### src/rtl/aes_stim_seq.sv
// aes_stim_seq: stimulus sequencer for the AES core family.
// Two Galois LFSRs supply plaintext and key. A small FSM issues a programmable
// number of launches with an optional idle gap between them. A delay line
// matched to the core latency flags when each result appears at the core output.
module aes_stim_seq #(
  parameter int                  DATA_W     = 128,
  parameter int                  LATENCY    = 21,
  parameter logic [DATA_W-1:0]   STATE_SEED = 128'hDEAD_BEEF_DEAD_BEEF_DEAD_BEEF_DEAD_BEEF,
  parameter logic [DATA_W-1:0]   KEY_SEED   = 128'hCAFE_FEED_CAFE_FEED_CAFE_FEED_CAFE_FEED,
  parameter logic [DATA_W-1:0]   TAPS       = 128'h87,
  parameter int                  CNT_W      = 32
) (
  input  logic              i_Clk,
  input  logic              i_Rst_L,
  input  logic              i_Start,
  input  logic [CNT_W-1:0]  i_Num_Tests,
  input  logic [7:0]        i_Gap,
  input  logic              i_Key_Mode,
  output logic [DATA_W-1:0] o_State,
  output logic [DATA_W-1:0] o_Key,
  output logic              o_Launch,
  output logic              o_Result_Valid,
  output logic              o_Busy,
  output logic              o_Done,
  output logic [CNT_W-1:0]  o_Launch_Count,
  output logic [CNT_W-1:0]  o_Result_Count
);

  // An all-zero seed would lock the LFSR at zero, so it is replaced by 1.
  localparam logic [DATA_W-1:0] ONE_W      = {{(DATA_W-1){1'b0}}, 1'b1};
  localparam logic [DATA_W-1:0] STATE_INIT = (STATE_SEED == '0) ? ONE_W : STATE_SEED;
  localparam logic [DATA_W-1:0] KEY_INIT   = (KEY_SEED == '0) ? ONE_W : KEY_SEED;

  typedef enum logic [2:0] {
    S_IDLE, S_LOAD, S_RUN, S_GAP, S_DRAIN, S_DONE
  } state_t;

  state_t              state_reg, state_next;
  logic [CNT_W-1:0]    num_reg;
  logic [7:0]          gap_reg;
  logic [7:0]          gap_cnt_reg;
  logic                key_mode_reg;
  logic [DATA_W-1:0]   state_lfsr_reg;
  logic [DATA_W-1:0]   key_lfsr_reg;
  logic [CNT_W-1:0]    launch_cnt_reg;
  logic [CNT_W-1:0]    result_cnt_reg;
  logic [LATENCY-1:0]  delay_reg;
  logic                start_ok;
  logic                last_launch;
  logic                drain_done;

  function automatic logic [DATA_W-1:0] lfsr_step(input logic [DATA_W-1:0] cur);
    return {cur[DATA_W-2:0], 1'b0} ^ (cur[DATA_W-1] ? TAPS : '0);
  endfunction

  assign start_ok    = (state_reg == S_IDLE) && i_Start;
  // Launch in flight this cycle is the last one when the post-increment count hits num.
  assign last_launch = (launch_cnt_reg + CNT_W'(1)) == num_reg;
  // Count the result arriving this cycle so DONE follows the final result directly.
  assign drain_done  = (result_cnt_reg + CNT_W'(o_Result_Valid)) == num_reg;

  assign o_State        = state_lfsr_reg;
  assign o_Key          = key_lfsr_reg;
  assign o_Result_Valid = delay_reg[LATENCY-1];
  assign o_Launch_Count = launch_cnt_reg;
  assign o_Result_Count = result_cnt_reg;

  // FSM state register.
  always_ff @(posedge i_Clk or negedge i_Rst_L) begin
    if (!i_Rst_L) state_reg <= S_IDLE;
    else          state_reg <= state_next;
  end

  // Next-state logic and state-decoded outputs.
  always_comb begin
    state_next = state_reg;
    o_Launch   = 1'b0;
    o_Busy     = 1'b1;
    o_Done     = 1'b0;
    case (state_reg)
      S_IDLE: begin
        o_Busy = 1'b0;
        if (i_Start) state_next = (i_Num_Tests == '0) ? S_DONE : S_LOAD;
      end
      S_LOAD: state_next = S_RUN;
      S_RUN: begin
        o_Launch = 1'b1;
        if (last_launch)        state_next = S_DRAIN;
        else if (gap_reg != '0) state_next = S_GAP;
        else                    state_next = S_RUN;
      end
      S_GAP:   if (gap_cnt_reg == '0) state_next = S_RUN;
      S_DRAIN: if (drain_done) state_next = S_DONE;
      S_DONE: begin
        o_Done     = 1'b1;
        state_next = S_IDLE;
      end
      default: state_next = S_IDLE;
    endcase
  end

  // Capture run parameters when a start is accepted.
  always_ff @(posedge i_Clk or negedge i_Rst_L) begin
    if (!i_Rst_L) begin
      num_reg      <= '0;
      gap_reg      <= '0;
      key_mode_reg <= 1'b0;
    end else if (start_ok) begin
      num_reg      <= i_Num_Tests;
      gap_reg      <= i_Gap;
      key_mode_reg <= i_Key_Mode;
    end
  end

  // Gap countdown: loaded on each launch, runs gap-1 down to 0 while in GAP.
  always_ff @(posedge i_Clk or negedge i_Rst_L) begin
    if (!i_Rst_L)                 gap_cnt_reg <= '0;
    else if (state_reg == S_RUN)  gap_cnt_reg <= gap_reg - 8'd1;
    else if (state_reg == S_GAP)  gap_cnt_reg <= gap_cnt_reg - 8'd1;
  end

  // Plaintext and key LFSRs: reseed on LOAD, step after each launch.
  always_ff @(posedge i_Clk or negedge i_Rst_L) begin
    if (!i_Rst_L) begin
      state_lfsr_reg <= STATE_INIT;
      key_lfsr_reg   <= KEY_INIT;
    end else if (state_reg == S_LOAD) begin
      state_lfsr_reg <= STATE_INIT;
      key_lfsr_reg   <= KEY_INIT;
    end else if (state_reg == S_RUN) begin
      state_lfsr_reg <= lfsr_step(state_lfsr_reg);
      if (!key_mode_reg) key_lfsr_reg <= lfsr_step(key_lfsr_reg);
    end
  end

  // Launch/result counters; cleared on any accepted start so a zero-length run reports 0.
  always_ff @(posedge i_Clk or negedge i_Rst_L) begin
    if (!i_Rst_L) begin
      launch_cnt_reg <= '0;
      result_cnt_reg <= '0;
    end else if (start_ok || state_reg == S_LOAD) begin
      launch_cnt_reg <= '0;
      result_cnt_reg <= '0;
    end else begin
      if (o_Launch)       launch_cnt_reg <= launch_cnt_reg + CNT_W'(1);
      if (o_Result_Valid) result_cnt_reg <= result_cnt_reg + CNT_W'(1);
    end
  end

  // Latency-matched delay line: tap gi holds the launch flag from gi+1 cycles ago.
  for (genvar gi = 0; gi < LATENCY; gi++) begin : g_delay
    always_ff @(posedge i_Clk or negedge i_Rst_L) begin
      if (!i_Rst_L)                delay_reg[gi] <= 1'b0;
      else if (state_reg == S_LOAD) delay_reg[gi] <= 1'b0;
      else if (gi == 0)            delay_reg[gi] <= o_Launch;
      else                         delay_reg[gi] <= delay_reg[(gi == 0) ? 0 : gi-1];
    end
  end

endmodule

### config.mk
export PLATFORM = sky130hd
export DESIGN_NAME = aes_stim_seq
export DESIGN_NICKNAME = d
export VERILOG_FILES = /design/src/rtl/aes_stim_seq.sv
export SDC_FILE = /design/constraint.sdc
export NUM_CORES = 1
export LEC_CHECK = 0
export CORE_MARGIN = 5
export CORE_UTILIZATION = 40
export CTS_CLUSTER_SIZE = 20
export DETAILED_ROUTE_END_ITERATION = 10
export PLACE_DENSITY_LB_ADDON = 0.25
export SLEW_MARGIN = 25
export SYNTH_ARGS = -nofsm -noshare
export SYNTH_HDL_FRONTEND = slang
export SYNTH_SLANG_ARGS = --single-unit
### constraint.sdc
create_clock -name i_Clk -period 4.73 [get_ports i_Clk]
set_clock_uncertainty 0.15 [all_clocks]
set_input_delay 1.419 -clock i_Clk [delete_from_list [all_inputs] [get_ports i_Clk]]
set_output_delay 1.419 -clock i_Clk [all_outputs]
set_load 0.02 [all_outputs]
==> reports/metrics.cfg <==
[timing]
tightest_slew_ns=0.890
rsz0062_at_grt=no
finalHoldViolations=0
setup_viol=0
fmax_ghz=0.246
finalCritPeriodShare_pct=85.9
slew_headroom_pct=40.1
period_needed_ns=4.06
maxSlewViolCount=0
tns_ns=0

[placement]
hpwl_um=37000
numPortBuffers=367
place_congestion=0.877

[critical_path]
regToRegEndpoint=state_reg[1]$_DFFE_PN0P_
reg2regPathDepth=8
cp.required_ns=3.16
rrSetupSlack_ns=1.14
worst-path-max-fanout=18
end_kind=output port
worstSetupPathType=register to output port
setup.worst_path.start_class=register
cp.arrival_ns=2.50
timing.rr.start=o_Launch_Count[6]$_DFFE_PN0P_

[clock_network]
htreeDepth=2
clock_sinks=393
post_cts_buffers=0
cts_buffer_depth=3
cts_tree=built
cts_root_buffer=clkbuf_16
clkSlewWorstSetupHoldPaths_ns=0.06
cts_made_buffers=45
cts_resized=0
worst_skew_pair.late_latency_ns=0.58
cts_hold_buf=0

[pwr]
total_power_w=0.0161
ir_worst_vdd_v=0.000417
p_leak_nw=9.83
powerDensity_nw_per_um2=680

[synth]
synth_nets=1800
yosysTopAreaCellShare_pct=28.0
synthMostInstantiatedCell=nand2_1
syn_avg_cell_area_sq_um=10.3
yosys-top-cells-count=nand2_1, dfrtp_1, dfstp_2
synthCells=1751
synth.area.top_cells=dfstp_2, dfrtp_1, nand2_1, o22a_1, nand3_1
yosysSeqAreaShare_pct=56.0
synth_async_sr_flop_share_pct=100
synth_edf_count=0
synth.distinct_cells=70
yosysWarnings=0
synthFlopType=dfrtp_1
yosysTopAreaCell=dfstp_2
ys_seq_elements=393
syn_area_sq_um=18000

[hold_path]
holdCritPathClass=register to register
min_delay_path_depth=1
worstHoldStart=delay_reg[18]$_DFF_PN0_
hold-path-endpoint=delay_reg[19]$_DFF_PN0_

[floorplanning]
pin_count=368
initial_core_util_pct=40.6
rows=77
core_area_sq_um=44300
dieArea_sq_um=49300
dieHeight_um=222
die_w_um=222

[detailed_routing]
drtIter0Drc=1083
drcViolationCount=0
routed_via_density=5.45
post_drt_wl_per_cell_um=20.2
vias=14642
drt-total-wl_um=54300
drtAntennaViolNets=0
detail_route.first_pass.iterations=5

[grt]
grt_antenna_before_repair=8
grtUsageMet3_pct=6.71
met2_usage_pct=34.2
grt_overflow=0
use_met1_pct=28.2
grt_usage_pct=21.5
grt_pass1_vias=14610
grt_max_degree=113
grt_pass1_wl_um=86700
top_usage_layer=met2

[status]
status=completed

[flow_run]
maxCapViolCount=0

[layout]
layout-drive-gt1-share_pct=16.5
fill_cells=3959
syn2layout_area_growth_pct=31.9
fin_nets=2108

==> through the flow <==
step / hold WS (ns) / utilization [%] / instances / worst slack [ns] / area (sq um)
after floorplan: 0.278 / - / 1751 / 1.25 / 18000
after global placement: 0.283 / 50.0 / 2603 / 1.23 / 22200
after detailed placement: 0.287 / 50.0 / 2603 / 1.19 / 22200
after CTS: 0.295 / 53.4 / 2686 / 0.628 / 23700
after global routing: 0.306 / 53.5 / 2689 / 0.571 / 23700
final: 0.293 / 53.5 / 2689 / 0.665 / 23700
==> worst max-delay path, stage by stage, from the launching register on <==
cell,delay (ns)
dfrtp_1,0.59
or3b_4,0.48
inv_2,0.15
clkdlybuf4s50_1,0.71
==> kinds of logic after synthesis <==
logic type | share of synthesized area [%]
AO/OA/AOI/OAI | 12.2
XOR/XNOR | 6.23
adder cells (fa/ha/maj) | 0.348
buffers and inverters | 2.80
flip-flops | 56.0
multiplexers | 3.19
AND/OR/NAND/NOR | 19.3
==> area by class of cell <==
class                           instances  area [sq um]  area share (%)
Sequential cell                       393         10100            42.5
Multi-Input combinational cell       1227          7460            31.4
Timing Repair Buffer                  386          3910            16.5
Clock buffer                           73          1380            5.83
Tap cell                              592           741            3.12
Clock inverter                         10           135           0.570
Inverter                                6          22.5          0.0949
Antenna cell                            2          5.00          0.0211
==> power by group <==
| part | switching [W] | leakage (nW) | internal [W] |
|---|---|---|---|
| logic | 0.00348 | 4.48 | 0.00296 |
| registers | 0.00106 | 4.61 | 0.00508 |
| clock network | 0.00143 | 0.744 | 0.00212 |
| total | 0.00597 | 9.83 | 0.0102 |
==> layout by cell type (no fill, tap or decap), types with 57 or more instances in the layout <==
master           count
clkdlybuf4s50_1    366
nand2_1            319
dfrtp_1            201
dfstp_2            192
nand3_1            125
nor2_1             100
o22a_1              93
xnor2_1             71
a21oi_1             61
xor2_1              57
==> how the worst max path moves through the flow <==
stage / from / endpoint / slack (ns) / cells past startpoint
2_1_floorplan: state_reg[0]$_DFFE_PN0P_ / o_Launch / 1.25 / 6
3_3_place_gp: o_Launch_Count[4]$_DFFE_PN0P_ / state_reg[1]$_DFFE_PN0P_ / 1.23 / 8
3_5_place_dp: o_Launch_Count[4]$_DFFE_PN0P_ / state_reg[1]$_DFFE_PN0P_ / 1.19 / 8
4_1_cts: state_reg[0]$_DFFE_PN0P_ / o_Launch / 0.63 / 3
5_1_grt: state_reg[0]$_DFFE_PN0P_ / o_Launch / 0.57 / 3
6_report: state_reg[0]$_DFFE_PN0P_ / o_Launch / 0.67 / 3
==> per-layer routing <==
layer	wire [um]	part of all wire [%]
met1	22800	42
met2	25700	47
met3	3890	7.2
met4	1850	3.4
met5	80	0.15
Note: power is estimated with default switching activity, not from simulation.
